<file path="src/rtl/rom_arb_pkg.sv">
// Shared types and helpers for the instruction-ROM arbiter.
// Latency: n/a (types and a pure combinational function).
// Backpressure: n/a.
// Contents: owner_e (which port owns the ROM read in flight) and
//           is_rom_fault() (address range check against the ROM span).
package rom_arb_pkg;

  // Widest byte address the range-check helper accepts.
  localparam int unsigned ADDR_MAX = 64;

  typedef enum logic [1:0] {
    OWN_NONE = 2'd0,
    OWN_IBUS = 2'd1,
    OWN_DBUS = 2'd2
  } owner_e;

  // An access faults when any byte-address bit above the ROM span is set.
  // addr_width limits the check to the real address bits, so callers may
  // pass a zero-extended address.
  function automatic logic is_rom_fault(input logic [ADDR_MAX-1:0] addr,
                                        input int unsigned       addr_width,
                                        input int unsigned       rom_aw);
    logic f;
    f = 1'b0;
    for (int unsigned i = 0; i < ADDR_MAX; i++) begin
      if ((i >= rom_aw + 2) && (i < addr_width) && addr[i]) f = 1'b1;
    end
    return f;
  endfunction

endpackage

</file>
<file path="src/rtl/rom_starve_ctr.sv">
// Saturating starvation counter for the ibus side of the ROM arbiter.
// Latency: force_i reflects the count registered at the last clock edge.
// Backpressure: none; counts denied in-range ibus cycles only.
// Ports: clk, rst (async, active-high); ibus_req, ibus_inrange, ibus_gnt in;
//        force_i out (ibus must win this cycle).
module rom_starve_ctr #(
  parameter int unsigned STARVE_LIMIT = 4
) (
  input  logic clk,
  input  logic rst,
  input  logic ibus_req,
  input  logic ibus_inrange,
  input  logic ibus_gnt,
  output logic force_i
);

  // A limit of 0 disables the guard; keep a 1-bit counter so the
  // declaration stays legal.
  localparam int unsigned CW = (STARVE_LIMIT == 0) ? 1 : $clog2(STARVE_LIMIT + 1);
  localparam logic [CW-1:0] LIMIT = CW'(STARVE_LIMIT);

  logic [CW-1:0] starve_cnt;

  always_ff @(posedge clk or posedge rst) begin
    if (rst) begin
      starve_cnt <= '0;
    end else if (!ibus_req || ibus_gnt) begin
      starve_cnt <= '0;
    end else if (ibus_inrange && (starve_cnt != LIMIT)) begin
      starve_cnt <= starve_cnt + 1'b1;
    end
  end

  assign force_i = (STARVE_LIMIT != 0) && (starve_cnt == LIMIT);

endmodule

</file>
<file path="src/rtl/rom_arbiter.sv">
// Arbitrates the single-port synchronous instruction ROM between fetch
// (ibus) and data loads (dbus); dbus has priority, with a starvation guard.
// Latency: response exactly 1 cycle after grant. Backpressure: none on the
// response; a denied requester holds req/addr until granted.
// Ports: ibus_* / dbus_* request (req, addr, gnt) and response
//        (rvalid, rdata, fault); rom_rd_en / rom_addr / rom_rd_data to ROM.
module rom_arbiter
  import rom_arb_pkg::*;
#(
  parameter int unsigned WIDTH          = 32,
  parameter int unsigned ROM_ADDR_WIDTH = 10,
  parameter int unsigned STARVE_LIMIT   = 4
) (
  input  logic                      clk,
  input  logic                      rst,
  input  logic                      ibus_req,
  input  logic [WIDTH-1:0]          ibus_addr,
  output logic                      ibus_gnt,
  output logic                      ibus_rvalid,
  output logic [WIDTH-1:0]          ibus_rdata,
  output logic                      ibus_fault,
  input  logic                      dbus_req,
  input  logic [WIDTH-1:0]          dbus_addr,
  output logic                      dbus_gnt,
  output logic                      dbus_rvalid,
  output logic [WIDTH-1:0]          dbus_rdata,
  output logic                      dbus_fault,
  output logic                      rom_rd_en,
  output logic [ROM_ADDR_WIDTH-1:0] rom_addr,
  input  logic [WIDTH-1:0]          rom_rd_data
);

  logic [ADDR_MAX-1:0] ibus_addr_ext;
  logic [ADDR_MAX-1:0] dbus_addr_ext;
  logic ibus_flt, dbus_flt;   // requesting, out of range
  logic ibus_ok,  dbus_ok;    // requesting, in range
  logic i_win, d_win;         // ROM winner this cycle
  logic force_i;
  owner_e owner_q;

  assign ibus_addr_ext = ADDR_MAX'(ibus_addr);
  assign dbus_addr_ext = ADDR_MAX'(dbus_addr);

  assign ibus_flt = ibus_req &&  is_rom_fault(ibus_addr_ext, WIDTH, ROM_ADDR_WIDTH);
  assign ibus_ok  = ibus_req && !is_rom_fault(ibus_addr_ext, WIDTH, ROM_ADDR_WIDTH);
  assign dbus_flt = dbus_req &&  is_rom_fault(dbus_addr_ext, WIDTH, ROM_ADDR_WIDTH);
  assign dbus_ok  = dbus_req && !is_rom_fault(dbus_addr_ext, WIDTH, ROM_ADDR_WIDTH);

  // dbus wins by default; ibus takes the ROM when dbus is not competing or
  // when it has been starved long enough. Reset masks every winner.
  assign i_win = !rst && ibus_ok && (!dbus_ok || force_i);
  assign d_win = !rst && dbus_ok && !i_win;

  // Faulting requests bypass the ROM, so they are granted unconditionally.
  assign ibus_gnt = !rst && (ibus_flt || i_win);
  assign dbus_gnt = !rst && (dbus_flt || d_win);

  assign rom_rd_en = i_win || d_win;

  always_comb begin
    rom_addr = '0;
    if (i_win)      rom_addr = ibus_addr[ROM_ADDR_WIDTH+1:2];
    else if (d_win) rom_addr = dbus_addr[ROM_ADDR_WIDTH+1:2];
  end

  rom_starve_ctr #(
    .STARVE_LIMIT (STARVE_LIMIT)
  ) u_starve (
    .clk          (clk),
    .rst          (rst),
    .ibus_req     (ibus_req),
    .ibus_inrange (ibus_ok),
    .ibus_gnt     (ibus_gnt),
    .force_i      (force_i)
  );

  always_ff @(posedge clk or posedge rst) begin
    if (rst) begin
      owner_q     <= OWN_NONE;
      ibus_rvalid <= 1'b0;
      ibus_fault  <= 1'b0;
      dbus_rvalid <= 1'b0;
      dbus_fault  <= 1'b0;
    end else begin
      owner_q     <= i_win ? OWN_IBUS : (d_win ? OWN_DBUS : OWN_NONE);
      ibus_rvalid <= ibus_gnt;
      ibus_fault  <= ibus_gnt && ibus_flt;
      dbus_rvalid <= dbus_gnt;
      dbus_fault  <= dbus_gnt && dbus_flt;
    end
  end

  // ROM data is steered only to the port that owned last cycle's read; a
  // faulting or idle port, and the first cycle after reset, see zero.
  assign ibus_rdata = (owner_q == OWN_IBUS) ? rom_rd_data : '0;
  assign dbus_rdata = (owner_q == OWN_DBUS) ? rom_rd_data : '0;

endmodule

</file>
<file path="config.mk">
export PLATFORM = sky130hd
export DESIGN_NAME = rom_arbiter
export DESIGN_NICKNAME = d
export VERILOG_FILES = /design/src/rtl/rom_arb_pkg.sv /design/src/rtl/rom_starve_ctr.sv /design/src/rtl/rom_arbiter.sv
export SDC_FILE = /design/constraint.sdc
export NUM_CORES = 1
export LEC_CHECK = 0
export ABC_AREA = 1
export CORE_AREA = 2 2 73 75
export DETAILED_ROUTE_END_ITERATION = 12
export DIE_AREA = 0 0 75 77
export HOLD_SLACK_MARGIN = 0.02
export PLACE_DENSITY = 0.89
export RECOVER_POWER = 100
export REMOVE_ABC_BUFFERS = 1
export SETUP_SLACK_MARGIN = 0.1
export SLEW_MARGIN = 5
export SYNTH_ARGS = -nofsm -noshare
export SYNTH_HDL_FRONTEND = slang
export SYNTH_SLANG_ARGS = --single-unit
</file>
<file path="constraint.sdc">
create_clock -name clk -period 2.6 [get_ports clk]
set_input_delay 0.52 -clock clk [delete_from_list [all_inputs] [get_ports clk]]
set_output_delay 0.52 -clock clk [all_outputs]
set_load 0.05 [all_outputs]
</file>
After elaboration in Yosys (flattened, before gate mapping) --
Cells that the tools add are included.
Storage, ports and cells: register bits 9, latch bits 0, RAM bits 0, bits in read-only memories 0, output and inout bits 81, memories 0
Operators by class: $add $sub $neg 1, $mul 0, divide/modulo/power cells 0, $lt $le $gt $ge 0, equality and inequality tests 4, shift operators 0, multiplexer cells 48, bitwise gates (word level) 0, reduce and logical (&&, ||, !) cells 25
Operators by type and width (number):
- $mux W32 | 2
- $mux W1 | 40
- $mux W10 | 2
- $logic_and A1 B1 Y1 | 13
- $logic_not A1 Y1 | 6
- $mux W3 | 2
- $logic_or A1 B1 Y1 | 5
- $mux W2 | 2
- $add A3 B1 Y3 const B | 1
- $eq A3 B3 Y1 const B | 1
- $ne A3 B3 Y1 const B | 1
- $eq A2 B1 Y1 const B | 1
- $eq A2 B2 Y1 const B | 1
- $reduce_bool A2 Y1 | 1

Longest topological paths before layout --
depth in word-level cells 30, mapped depth 11, depth with buffers taken out 10

By module --
From an unflattened synthesis, not the netlist that was laid out.
Second synthesis, totals: cell total of the unflattened synthesis 235, area total of the unflattened synthesis 1237.4 µm²
By module, submodules not included:
- rom_arbiter | times used 1, cells an instance 207, area each 1034.7 µm², sequential area each 150.1 µm²
- rom_starve_ctr | times used 1, cells an instance 28, area each 202.7 µm², sequential area each 75.1 µm²

Worst setup path after synthesis --
No wires, ideal clock.
path kind input to output, start point input port rst, end point output port rom_addr[0], data arrival time 1.692 ns, data required time 2.080 ns, path slack 0.388 ns, cell stages on the path 8, buffers on the path 1, cell sequence inv_1 -> nand2_1 -> nor2_4 -> nand2_4 -> inv_4 -> buf_12 -> nand2_2 -> nand2_1
On the way: cells in the longest elaborated chain, start to end 7, elaborated cells on any way between the ends 8, classes of those cells mux: 2; reduce/logical: 6
RTL lines:
- start, declared | line rom_arbiter.sv:15 | input logic rst,
- $logic_not A1 Y1 (no source line) *
- $logic_and A1 B1 Y1 * (2 in series) | line rom_arbiter.sv:51 | assign i_win = !rst && ibus_ok && (!dbus_ok || force_i);
- net i_win | line rom_arbiter.sv:37 | logic i_win, d_win;
- $logic_not A1 Y1 | line rom_arbiter.sv:52 | assign d_win = !rst && dbus_ok && !i_win;
- $logic_and A1 B1 Y1 | line rom_arbiter.sv:52
- $mux W10 | line rom_arbiter.sv:63 | else if (d_win) rom_addr = dbus_addr[ROM_ADDR_WIDTH+1:2];
- $mux W10 * | line rom_arbiter.sv:62 | if (i_win) rom_addr = ibus_addr[ROM_ADDR_WIDTH+1:2];
- end, declared | line rom_arbiter.sv:29 | output logic [ROM_ADDR_WIDTH-1:0] rom_addr,
The timed path passes the listed nets; every way through them passes the cells marked *.

Worst setup path in the final report --
start point input port dbus_addr[20], end point output port rom_addr[2]
On the way: cells in the longest elaborated chain, start to end 21, elaborated cells on any way between the ends 22, classes of those cells mux: 14; reduce/logical: 8
RTL lines:
- start, declared | line rom_arbiter.sv:23 | input logic [WIDTH-1:0] dbus_addr,
- $mux W1 * (12 in series) | line rom_arb_pkg.sv:26 | if ((i >= rom_aw + 2) && (i < addr_width) && addr[i]) f = 1'b1;
- $logic_not A1 Y1 * | line rom_arbiter.sv:47 | assign dbus_ok = dbus_req && !is_rom_fault(dbus_addr_ext, WIDTH, ROM_ADDR_WIDTH);
- $logic_and A1 B1 Y1 * | line rom_arbiter.sv:47
- $logic_not A1 Y1 | line rom_arbiter.sv:51
- $logic_or A1 B1 Y1 | line rom_arbiter.sv:51
- $logic_and A1 B1 Y1 | line rom_arbiter.sv:51
- $logic_not A1 Y1 | line rom_arbiter.sv:52
- $logic_and A1 B1 Y1 | line rom_arbiter.sv:52
- $mux W10 | line rom_arbiter.sv:63
- $mux W10 * | line rom_arbiter.sv:62
Every way passes the cells marked *; elsewhere a longest branch is shown, timed or not.

==> impl_metrics.py <==
metrics = {
    "drt": {
        "routed_wl_mm": 6.37,
        "via_count": 2101,
        "wl_per_cell_um": 13.0,
        "drc": 0,
        "drt-initial-drc-count": 52,
        "ant_nets": 0,
        "firstDrtPassIters": 4,
        "vias_per_cell": 4.27,
    },
    "power": {
        "vdd_ir_drop_max_uv": 159,
        "power.density_nw_per_um2": 164,
        "leakagePower_nw": 1.62,
    },
    "yosys": {
        "synth_cell_types": 20,
        "syn-mean-instance-area_sq_um": 5.50,
        "yosys.area.top_type": "nor2_1",
        "synth_area_sq_um": 1270,
        "ys_ff_latch": 9,
        "ys_warn_count": 0,
        "yosysTopAreaCellShare_pct": 26.9,
        "ys_seq_area_share_pct": 17.7,
        "synthCells": 231,
        "synth_area_leaders": "nor2_1, dfrtp_1, inv_1, nand2_1, nand3_2",
    },
    "timing": {
        "setup_viol": 0,
        "rsz0062_at_grt": "true",
        "fin_crit_sh_pct": 94.6,
        "hold_slack_ns": 0.521,
        "period_needed_ns": 2.46,
        "timing.setup.tns_ns": 0,
        "slew_viol_final": 0,
        "final-hold-violation-count": 0,
        "fmax_mhz": 406,
        "worst_slew_pin_slew_ns": 0.626,
        "skew_ns": 0.00530,
        "relSlewSlack_pct": 58.4,
    },
    "cells_and_area": {
        "n_fill_cell": 491,
        "layout.cells.most_common": "nor2_1",
        "final_cell_area_sq_um": 3060,
        "final_cells": 492,
        "areaGrowthSynthToFinish_pct": 141,
        "layout-drive-gt1-share_pct": 24.0,
        "nNetsFinal": 524,
        "layout_common_cells": "nor2_1, clkdlybuf4s50_1, clkbuf_1, inv_1, nand2_1",
    },
    "floorplanning": {
        "die_h_um": 77,
        "die_w_um": 75,
        "dieArea_sq_um": 5780,
        "core_sq_um": 4980,
        "start_util_pct": 25.5,
        "ios": 181,
        "num_rows": 26,
    },
    "place": {
        "place_area_sq_um": 3410,
        "portBuffers": 176,
        "dp_cells": 477,
        "hpwlAfterDp_mm": 5.33,
        "gp_congestion": 0.776,
    },
    "global_route": {
        "grt_max_degree": 33,
        "gr-total-overflow": 0,
        "grtUsageTotal_pct": 20.6,
        "grt_pass1_wl_mm": 9.34,
        "grt_pass1_vias": 2101,
        "antenna_found_initial": 1,
    },
    "worst_setup_path": {
        "cp_data_arrival_time_ns": 1.94,
        "cp.required_ns": 2.08,
        "crit_path_end_kind": "output pin",
        "startpoint_type": "input port",
        "critical_path_class": "input port to output pin",
        "crit_fanout": 6,
    },
    "run_status": {
        "status": "completed",
    },
    "cts": {
        "clock_path_buffers": 2,
        "tritoncts": "built",
        "root_buffer": "clkbuf_8",
        "cts.sinks": 9,
        "clkLatencyLatePin_ns": 0.23,
        "path_clk_slew_ns": 0.05,
        "ctsHtreeMaxLevel": 1,
        "cts_buffers": 3,
    },
    "job": {
        "maxCapViolCount": 0,
    },
    "hold_path": {
        "hp-class": "input port to asynchronous set/reset pin",
    },
}
## synthesized netlist by cell type
cell and n:
inv_4 1, nor2_1 91, nand2_4 1, buf_6 2
nand2_2 10, buf_12 1, or2_2 2, ha_1 2
nor2_2 1, nand3_4 1, nor3_4 1, nor2_4 3
nand3_1 6, dfrtp_1 9, and2_1 1, nand3_2 9
nand2_1 36, inv_1 45, clkbuf_1 7, nand4_1 2
## layer usage
metal  routed length (um)  up-vias  share of wire (%)  GRT usage [%]
li1                     -     1045                  -              -
met1                 2110      943                 33           18.6
met2                 3570      105                 56           40.6
met3                  552        8                8.7           5.12
met4                  143        0                2.2           8.93
met5                    0        -                  0              0
## cells by family (layout without fill, tap and decap cells)
| family | after synthesis | in the layout | share of synthesized area [%] |
|---|---|---|---|
| other | 0 | 1 | 0 |
| adder cells (fa/ha/maj) | 2 | 2 | 1.97 |
| flip-flops | 9 | 9 | 17.7 |
| buffers and inverters | 56 | 246 | 19.2 |
| AND/OR/NAND/NOR | 164 | 164 | 61.1 |
## power breakdown
group          switching [mW]  leakage [nW]  internal, mW
Clock                  0.0533        0.0228         0.107
Sequential           0.000717         0.121         0.144
Combinational          0.0754          1.48         0.122
## critical path: stages
cell	delay [ns]
clkdlybuf4s15_1	0.17
nor2_1	0.11
nand2_1	0.10
nor2_4	0.12
nand3_4	0.10
nor3_4	0.27
clkbuf_16	0.21
nand3_2	0.06
nand2_2	0.05
clkbuf_4	0.22
## final cells by class
type | instances | area, sq um | share of cell area [%]
Multi-Input combinational cell | 166 | 885 | 28.9
Clock buffer | 4 | 45.0 | 1.47
Timing Repair Buffer | 195 | 1630 | 53.2
Inverter | 46 | 180 | 5.88
Tap cell | 70 | 87.6 | 2.86
Sequential cell | 9 | 225 | 7.36
Timing Repair inverter | 1 | 6.26 | 0.204
Antenna cell | 1 | 2.50 | 0.0817
## worst paths after layout
path / from / slack (ns) / end / cells after the start
worst min-delay path: rst / 0.52 / dbus_fault / 3
worst min register to register: u_starve.starve_cnt[0] / 0.64 / u_starve.starve_cnt[0] / 4
max in group asynchronous: rst / 1.70 / owner_q[1] / 3
worst max register to register: u_starve.starve_cnt[0] / 0.92 / u_starve.starve_cnt[2] / 10
worst max-delay path: dbus_addr[20] / 0.14 / rom_addr[2] / 10
min in group clk: u_starve.starve_cnt[0] / 0.64 / u_starve.starve_cnt[0] / 4
## repair_timing
item | CTS | global route
hold buffers | 0 | 0
gates cloned | 1 | 1
pin swaps | 45 | 32
setup endpoints to repair | 13 | 13
gates resized for setup | 58 | 34
buffers inserted | 4 | 4
## metrics by stage
stage,total power [mW],worst slack (ns),utilization [%]
after floorplan,0.198,0.288,-
after global placement,0.361,0.0241,68.5
after detailed placement,0.367,-0.0316,68.5
after CTS,0.512,0.112,70.3
after global routing,0.528,0.0213,61.5
final,0.501,0.140,61.5
## state kept, by name (all words and copies together), names as in the netlist
register	cells
ibus_fault	1
dbus_fault	1
u_starve.starve_cnt	3
dbus_rvalid	1
ibus_rvalid	1
owner_q	2
(Power assumes the default switching activity.)
